<file path="src/rtl/alu_arb_pkg.sv">
// rtl/alu_arb_pkg.sv - shared encodings for the ALU issue arbiter
package alu_arb_pkg;

   typedef enum logic [1:0] {
      IDLE = 2'd0,
      EXEC = 2'd1,
      RESP = 2'd2
   } arb_state_e;

   localparam logic [6:0] OP_REG = 7'b0110011;
   localparam logic [6:0] OP_IMM = 7'b0010011;

   typedef enum logic [2:0] {
      F3_ADD  = 3'd0,
      F3_SLL  = 3'd1,
      F3_SLT  = 3'd2,
      F3_SLTU = 3'd3,
      F3_XOR  = 3'd4,
      F3_SR   = 3'd5,
      F3_OR   = 3'd6,
      F3_AND  = 3'd7
   } funct3_e;

   // True for the two opcodes the shared ALU actually implements
   function automatic logic is_alu_op(input logic [6:0] opcode);
      return (opcode == OP_REG) || (opcode == OP_IMM);
   endfunction

endpackage

</file>
<file path="src/rtl/rr_arbiter.sv">
// rtl/rr_arbiter.sv - combinational round-robin grant from an external pointer
module rr_arbiter #(
   parameter int NUM_REQ = 2,
   parameter int IDX_W   = (NUM_REQ > 1) ? $clog2(NUM_REQ) : 1
) (
   input  logic [NUM_REQ-1:0] i_req,
   input  logic [IDX_W-1:0]   i_ptr,
   output logic [NUM_REQ-1:0] o_grant,
   output logic [IDX_W-1:0]   o_idx
);

   logic [IDX_W-1:0] w_pos;
   logic             w_found;

   // Scan upward from the pointer with wrap and grant the first active request
   always_comb begin
      o_grant = '0;
      o_idx   = '0;
      w_found = 1'b0;
      w_pos   = '0;
      for (int k = 0; k < NUM_REQ; k++) begin
         w_pos = IDX_W'((int'(i_ptr) + k) % NUM_REQ);
         if (!w_found && i_req[w_pos]) begin
            w_found        = 1'b1;
            o_grant[w_pos] = 1'b1;
            o_idx          = w_pos;
         end
      end
   end

endmodule

</file>
<file path="src/rtl/alu_issue_arbiter.sv">
// rtl/alu_issue_arbiter.sv - shares one ALU among requesters; ALU_ARB_PERF_EN adds perf counters
module alu_issue_arbiter
   import alu_arb_pkg::*;
#(
   parameter int WIDTH   = 32,
   parameter int NUM_REQ = 2,
   parameter int TAG_W   = 4
) (
   input  logic                     i_clk,
   input  logic                     i_rst,
   input  logic [NUM_REQ-1:0]       i_req_valid,
   output logic [NUM_REQ-1:0]       o_req_ready,
   input  logic [NUM_REQ*7-1:0]     i_req_opcode,
   input  logic [NUM_REQ*3-1:0]     i_req_funct3,
   input  logic [NUM_REQ*7-1:0]     i_req_funct7,
   input  logic [NUM_REQ*WIDTH-1:0] i_req_rs1,
   input  logic [NUM_REQ*WIDTH-1:0] i_req_rs2,
   input  logic [NUM_REQ*12-1:0]    i_req_imm,
   input  logic [NUM_REQ*5-1:0]     i_req_shamt,
   input  logic [NUM_REQ*TAG_W-1:0] i_req_tag,
   output logic [WIDTH-1:0]         o_alu_rs1,
   output logic [WIDTH-1:0]         o_alu_rs2,
   output logic [2:0]               o_alu_funct3,
   output logic [6:0]               o_alu_funct7,
   output logic [6:0]               o_alu_opcode,
   output logic [11:0]              o_alu_imm,
   output logic [4:0]               o_alu_shamt,
   input  logic [WIDTH-1:0]         i_alu_rd,
   output logic [NUM_REQ-1:0]       o_rsp_valid,
   input  logic [NUM_REQ-1:0]       i_rsp_ready,
   output logic [WIDTH-1:0]         o_rsp_data,
   output logic [TAG_W-1:0]         o_rsp_tag,
`ifdef ALU_ARB_PERF_EN
   input  logic                     i_perf_clr,
   output logic [NUM_REQ*32-1:0]    o_perf_grant_cnt,
   output logic [31:0]              o_perf_busy_cnt,
`endif
   output logic                     o_rsp_err
);

   localparam int IDX_W = (NUM_REQ > 1) ? $clog2(NUM_REQ) : 1;

   arb_state_e         r_state;
   arb_state_e         w_next;
   logic [IDX_W-1:0]   r_rr_ptr;
   logic [IDX_W-1:0]   r_owner;
   logic [IDX_W-1:0]   w_idx;
   logic [NUM_REQ-1:0] w_grant;
   logic               w_accept;

   logic [WIDTH-1:0]   r_alu_rs1;
   logic [WIDTH-1:0]   r_alu_rs2;
   logic [2:0]         r_alu_funct3;
   logic [6:0]         r_alu_funct7;
   logic [6:0]         r_alu_opcode;
   logic [11:0]        r_alu_imm;
   logic [4:0]         r_alu_shamt;
   logic [TAG_W-1:0]   r_tag;
   logic [WIDTH-1:0]   r_rsp_data;
   logic               r_rsp_err;

   function automatic logic [IDX_W-1:0] f_next_ptr(input logic [IDX_W-1:0] idx);
      if (int'(idx) >= NUM_REQ - 1) return '0;
      return idx + 1'b1;
   endfunction

   rr_arbiter #(
      .NUM_REQ (NUM_REQ),
      .IDX_W   (IDX_W)
   ) u_rr_arbiter (
      .i_req   (i_req_valid),
      .i_ptr   (r_rr_ptr),
      .o_grant (w_grant),
      .o_idx   (w_idx)
   );

   // State register; reset discards whatever op is in flight
   always_ff @(posedge i_clk or posedge i_rst) begin
      if (i_rst) r_state <= IDLE;
      else       r_state <= w_next;
   end

   // Next state and request handshake; grants are only offered while idle and out of reset
   always_comb begin
      w_next      = r_state;
      w_accept    = 1'b0;
      o_req_ready = '0;
      case (r_state)
         IDLE: begin
            if (!i_rst) begin
               o_req_ready = w_grant;
               w_accept    = |w_grant;
            end
            if (w_accept) w_next = EXEC;
         end
         EXEC: w_next = RESP;
         RESP: if (i_rsp_ready[r_owner]) w_next = IDLE;
         default: w_next = IDLE;
      endcase
   end

   // Response valid is steered only to the requester that owns the op
   always_comb begin
      o_rsp_valid = '0;
      if (r_state == RESP) o_rsp_valid[r_owner] = 1'b1;
   end

   // Operand capture on accept, result capture after the single execute cycle
   always_ff @(posedge i_clk or posedge i_rst) begin
      if (i_rst) begin
         r_rr_ptr     <= '0;
         r_owner      <= '0;
         r_alu_rs1    <= '0;
         r_alu_rs2    <= '0;
         r_alu_funct3 <= '0;
         r_alu_funct7 <= '0;
         r_alu_opcode <= '0;
         r_alu_imm    <= '0;
         r_alu_shamt  <= '0;
         r_tag        <= '0;
         r_rsp_data   <= '0;
         r_rsp_err    <= 1'b0;
      end else begin
         if (w_accept) begin
            r_alu_rs1    <= i_req_rs1[w_idx*WIDTH +: WIDTH];
            r_alu_rs2    <= i_req_rs2[w_idx*WIDTH +: WIDTH];
            r_alu_funct3 <= i_req_funct3[w_idx*3 +: 3];
            r_alu_funct7 <= i_req_funct7[w_idx*7 +: 7];
            r_alu_opcode <= i_req_opcode[w_idx*7 +: 7];
            r_alu_imm    <= i_req_imm[w_idx*12 +: 12];
            r_alu_shamt  <= i_req_shamt[w_idx*5 +: 5];
            r_tag        <= i_req_tag[w_idx*TAG_W +: TAG_W];
            r_owner      <= w_idx;
            r_rr_ptr     <= f_next_ptr(w_idx);
         end
         if (r_state == EXEC) begin
            r_rsp_data <= i_alu_rd;
            r_rsp_err  <= !is_alu_op(r_alu_opcode);
         end
      end
   end

   assign o_alu_rs1    = r_alu_rs1;
   assign o_alu_rs2    = r_alu_rs2;
   assign o_alu_funct3 = r_alu_funct3;
   assign o_alu_funct7 = r_alu_funct7;
   assign o_alu_opcode = r_alu_opcode;
   assign o_alu_imm    = r_alu_imm;
   assign o_alu_shamt  = r_alu_shamt;
   assign o_rsp_data   = r_rsp_data;
   assign o_rsp_tag    = r_tag;
   assign o_rsp_err    = r_rsp_err;

`ifdef ALU_ARB_PERF_EN
   logic [NUM_REQ-1:0][31:0] r_grant_cnt;
   logic [31:0]              r_busy_cnt;

   // Free-running wrap-around counters; clear takes priority over counting
   always_ff @(posedge i_clk or posedge i_rst) begin
      if (i_rst) begin
         r_grant_cnt <= '0;
         r_busy_cnt  <= '0;
      end else if (i_perf_clr) begin
         r_grant_cnt <= '0;
         r_busy_cnt  <= '0;
      end else begin
         if (w_accept)        r_grant_cnt[w_idx] <= r_grant_cnt[w_idx] + 32'd1;
         if (r_state != IDLE) r_busy_cnt         <= r_busy_cnt + 32'd1;
      end
   end

   assign o_perf_grant_cnt = r_grant_cnt;
   assign o_perf_busy_cnt  = r_busy_cnt;
`endif

endmodule

</file>
<file path="config.mk">
export PLATFORM = sky130hd
export DESIGN_NAME = alu_issue_arbiter
export DESIGN_NICKNAME = d
export VERILOG_FILES = /design/src/rtl/alu_arb_pkg.sv /design/src/rtl/rr_arbiter.sv /design/src/rtl/alu_issue_arbiter.sv
export SDC_FILE = /design/constraint.sdc
export NUM_CORES = 1
export LEC_CHECK = 0
export BUFFER_PORTS_ARGS = -buffer_cell sky130_fd_sc_hd__clkbuf_2
export CORE_AREA = 3 3 147 149
export CTS_BUF_LIST = sky130_fd_sc_hd__clkbuf_16
export CTS_CLUSTER_DIAMETER = 40
export DETAILED_ROUTE_END_ITERATION = 8
export DIE_AREA = 0 0 150 152
export PLACE_DENSITY = 0.64
export REMOVE_ABC_BUFFERS = 1
export SYNTH_ARGS = -nofsm -noshare
export SYNTH_HDL_FRONTEND = slang
export SYNTH_SLANG_ARGS = --single-unit
export TNS_END_PERCENT = 5
</file>
<file path="constraint.sdc">
create_clock -name i_clk -period 13.56 [get_ports i_clk]
set_clock_uncertainty 0.15 [all_clocks]
set_input_delay 2.712 -clock i_clk [delete_from_list [all_inputs] [get_ports i_clk]]
set_output_delay 2.712 -clock i_clk [all_outputs]
set_load 0.02 [all_outputs]
</file>
# After elaboration in Yosys (flattened, before gate mapping)

Index checks and enable logic that the tools add are counted.
Widths: inputs -> output; s select.

Bits in latches: 0
Memory bits (read-only): 0
Input bits: 242
Flip-flop bits (word level): 139
Memory bits (writable): 0
Memories kept: 0

Multipliers: 4
Order comparisons: 7
Add/subtract/negate cells: 2
Divide/modulo/power cells: 0
Equality and inequality tests: 6
Reduce and logical (&&, ||, !) cells: 10
Mux-type cells: 30
Bitwise gates (word level): 1
Shift-type cells: 8

Operators by type and width:

| operator            | count |
|---|---|
| $shiftx 64x7->32    | 2 |
| $shiftx 14x5->7     | 2 |
| $shiftx 24x6->12    | 1 |
| $mux 1              | 19 |
| $mux 2              | 7 |
| $shiftx 10x5->5     | 1 |
| $mul 1x3->4 const B | 2 |
| $shiftx 8x4->4      | 1 |
| $eq 7x5->1 const B  | 1 |
| $eq 7x6->1 const B  | 1 |
| $lt 1x2->1 const B  | 3 |
| $mul 1x2->3 const B | 2 |
| $pmux 2 s3          | 1 |
| $shiftx 6x4->3      | 1 |
| $ge 1x1->1 const B  | 4 |
| $logic_and 1x1->1   | 4 |
| $demux 1 s1         | 3 |
| $add 1x1->1 const B | 2 |
| $eq 2x1->1 const B  | 1 |
| $eq 2x2->1 const B  | 1 |
| $logic_not 1->1     | 2 |
| $logic_not 2->1     | 1 |
| $ne 2x1->1 const B  | 1 |
| $ne 2x2->1 const B  | 1 |
| other kinds (4)     | 4 |

# Logic depth before layout (Yosys ltp)

Word-level depth: 13
Gate-level depth with buffers: 7

# By module

Synthesis repeated with hierarchy kept, for this count alone.

Cell total of the unflattened synthesis: 425
Area, all modules: 6756.5 um^2

By module, submodules not included:

| module            | area an instance (um^2) | instances | cells an instance |
|---|---|---|---|
| alu_issue_arbiter | 6726.5                  | 1         | 421 |
| rr_arbiter        | 30.0                    | 1         | 4 |

# Worst setup path after synthesis

Ideal clock, no wire load.

Path type: input -> output
From: in i_req_valid[1]
To: out o_req_ready[1]
Cell stages on the path: 5
Required time: 10698 ps
Buffers on the path: 3
Data arrival time: 3586 ps
Path slack: 7112 ps
Path through: buf_2 -> buf_2 -> buf_1 -> nand3_1 -> inv_1

Cells in the longest elaborated chain, start to end: 8

RTL lines:

| element                                   | RTL line                | RTL |
|---|---|---|
| start, declared                           | alu_issue_arbiter.sv:11 | `input logic [NUM_REQ-1:0] i_req_valid,` |
| $mux 1 (implied by the code) (2 in a row) | rr_arbiter.sv:23        | `if (!w_found && i_req[w_pos]) begin` |
| $mux 1                                    | rr_arbiter.sv:23        |  |
| $logic_not 1->1                           | rr_arbiter.sv:23        |  |
| $logic_and 1x1->1                         | rr_arbiter.sv:23        |  |
| $mux 2 (*)                                | rr_arbiter.sv:23        |  |
| $mux 2 (*)                                | alu_issue_arbiter.sv:90 | `if (!i_rst) begin` |
| $mux 2 (*)                                | alu_issue_arbiter.sv:88 | `case (r_state)` |
| end, declared                             | alu_issue_arbiter.sv:12 | `output logic [NUM_REQ-1:0] o_req_ready,` |

Every way passes the cells marked *; elsewhere a longest branch is shown, timed or not. The select of a mux whose other input is x is not followed.

# Worst setup path after layout

From: in i_rst
To: out o_req_ready[0]

Cells in the longest elaborated chain, start to end: 2

RTL lines:

| element         | RTL line                | RTL |
|---|---|---|
| start, declared | alu_issue_arbiter.sv:10 | `input logic i_rst,` |
| $mux 2          | alu_issue_arbiter.sv:90 |  |
| $mux 2          | alu_issue_arbiter.sv:88 |  |

No other way between the ends.

==> metrics.cfg <==
[sta]
worstMarginPinSlew_ns=1.16
setup_viol=0
fin_crit_sh_pct=51.7
slew_violations=0
setup_tns_ns=0
hold_viol=0
relSlewSlack_pct=22.4
fmax_ghz=0.143
min_period_ns=7.01
rsz0062_at_grt=no

[outcome]
status=completed

[detailed_routing]
vias_per_cell=4.99
drt_wl_total_mm=21.2
num_vias=5930
wire_per_inst_um=17.9
drtAntennaViolNets=0
drc=0
drtPass1Iterations=5
drtIter0Drc=276

[pwr]
p_per_area_mw_per_mm2=244
combPwrFrac_pct=43.4
internal-power_mw=1.26
power_switching_uw=882
swShare_pct=41.2
max-vdd-ir-drop_mv=0.105
clkPwrFrac_pct=21.2
seqPwrFrac_pct=35.4
leakage_nw=4.48

[placement]
dp.final_hpwl_mm=14.8
io_buffers=380
gp_congestion=0.807

[synth]
ys_warn_count=0
yosysUniqueCellTypes=23
avgSynthCellArea_um2=11.0
synth-seq-area-share_pct=56.1
netlist_area_mm2=0.00620
syn_inst=561
synth-seq-cells=139

[worst_setup_path]
worst_setup_path_start_kind=input port
cp_common_cell=clkbuf_2
crit_buf_inv=2
worstPathMaxFanout=51
required_ns=10.70
end_kind=output pin
arrival_ns=4.14
path_class=input port to output pin
critical_path.cell_chain=clkbuf_2 -> nor3_2 -> and3_4 -> clkbuf_2
crit_slowest_cell=and3_4
cp_top_family=simple AND/OR/NAND/NOR gates
critical-path-max-stage-delay_ns=0.66

[die]
die_area_mm2=0.0228
die_w_um=150
start_util_pct=30.5
core_area_mm2=0.0203
die_h_um=152
ioPinCount=381
rows=52

[clock_network]
h-tree-depth=4
cts_buffers=17
cts.sinks=139
cts_resized=0
hold_buffers=0
clk_pin_slew_ns=0.06
cts_tree=built
ctsRootBufferMaster=clkbuf_16
clock_path_buffers=2
insertion_delay_ns=0.40
post_cts_buffers=0

[global_route]
overflow=0
grt_max_degree=104
grt_pass1_vias=5820
grtUsageTotal_pct=17.6
antenna_found_initial=0
grt_pass1_wl_mm=31.8

[worst_hold_path]
hold_path.class=register to register

[finish]
antennaDiodeCount=0
fin_util_pct=43.3
nNetsFinal=1149
drive_gt1_share_pct=49.6
area_growth_pct=42.0

[flow_run]
drv_cap=0

## area by class of cell
type | instances | area (um^2)
clock inverter | 14 | 146
clock buffer | 17 | 425
fill | 1993 | 11500
timing repair buffer | 388 | 1960
inverter | 4 | 20.0
multi-input combinational | 357 | 2420
tap | 270 | 338
sequential | 139 | 3480
## worst paths after layout
check	start	end	slack (ns)	cells after the start
max in group asynchronous	i_rst	o_alu_rs2[4]$_DFFE_PP0P_	9.67	3
min	o_rsp_err$_DFFE_PP0N_	o_rsp_err$_DFFE_PP0N_	0.35	1
min reg2reg	o_rsp_err$_DFFE_PP0N_	o_rsp_err$_DFFE_PP0N_	0.35	1
max reg2reg	r_state[0]$_DFFE_PP0P_	o_alu_rs2[19]$_DFFE_PP0P_	10.99	4
max	i_rst	o_req_ready[0]	6.55	4
min in group asynchronous	i_rst	o_rsp_data[8]$_DFFE_PP0N_	2.27	2
## cell usage in the layout (no fill, tap or decap), drive strengths merged
cell type and instances:
mux2 33, inv 10, a31oi 1, nand3 1
nor3 103, nor2 2, bufinv 2, a21o 2
dfrtp 139, and3 1, nor4b 1, o21ai 3
buf 9, nor2b 1, nand2b 3, nand2 103
clkbuf 396, clkinvlp 4, clkinv 2, a221o 102
or3 1
## worst reg2reg max path, cell delays in order, from the launching register on
cell	delay, ns
dfrtp_1	0.41
nor3_2	0.33
and3_4	0.66
buf_4	0.63
a221o_1	0.33
## metrics by stage
stage	setup slack, ns	cell area (um^2)	std cells	power, mW	hold slack [ns]
floorplan	5.82	5890	500	1.32	0.336
global placement	6.57	8220	1158	1.69	0.309
detailed placement	6.57	8220	1158	1.71	0.331
CTS	6.56	8800	1189	2.17	0.345
global route	6.45	8800	1189	2.26	0.361
finish	6.55	8800	1189	2.14	0.349
## cell families after synthesis
group           count (synthesis)  share of synthesized area [%]
flops                         139                           56.1
simple gates                  216                           15.6
buf+inv                        65                           5.21
compound gates                108                           17.1
mux                            33                           6.00
## power by group through the flow
stage          registers, mW  logic, mW  clock network, mW
6_report               0.758      0.930              0.455
5_1_grt                0.780      0.993              0.488
4_1_cts                0.757      0.946              0.470
3_5_place_dp           0.757      0.950                  0
3_3_place_gp           0.758      0.935                  0
2_1_floorplan          0.999      0.323                  0
## Yosys cell counts (all sizes together)
cell	instances	share of area [%]
dfrtp	139	56
nand2	103	6.2
nor3	103	8.4
a221o	102	16
buf	37	3.5
mux2	33	6.0
clkbuf	24	1.5
inv	4	0.24
nand2b	3	0.30
o21ai	3	0.24
a21o	2	0.24
nor2	2	0.12
a31oi	1	0.10
and3	1	0.10
nand3	1	0.081
nor2b	1	0.10
nor4b	1	0.14
or3	1	0.10
## metal layers
| layer | routed length [um] | GRT usage [%] |
|---|---|---|
| met1 | 8540 | 21.3 |
| met2 | 10400 | 30.1 |
| met3 | 1940 | 5.06 |
| met4 | 407 | 5.71 |
| met5 | 0 | 0 |
## state kept, by name (all words and copies together) (netlist names)
register and flops:
o_alu_rs1 32, o_alu_imm 12, o_rsp_tag 4, r_rr_ptr 1, o_alu_opcode 7, o_alu_funct7 7
o_alu_rs2 32, r_state 2, r_owner 1, o_rsp_err 1, o_alu_shamt 5, o_rsp_data 32
o_alu_funct3 3
Note: power is estimated with default switching activity, not from simulation.
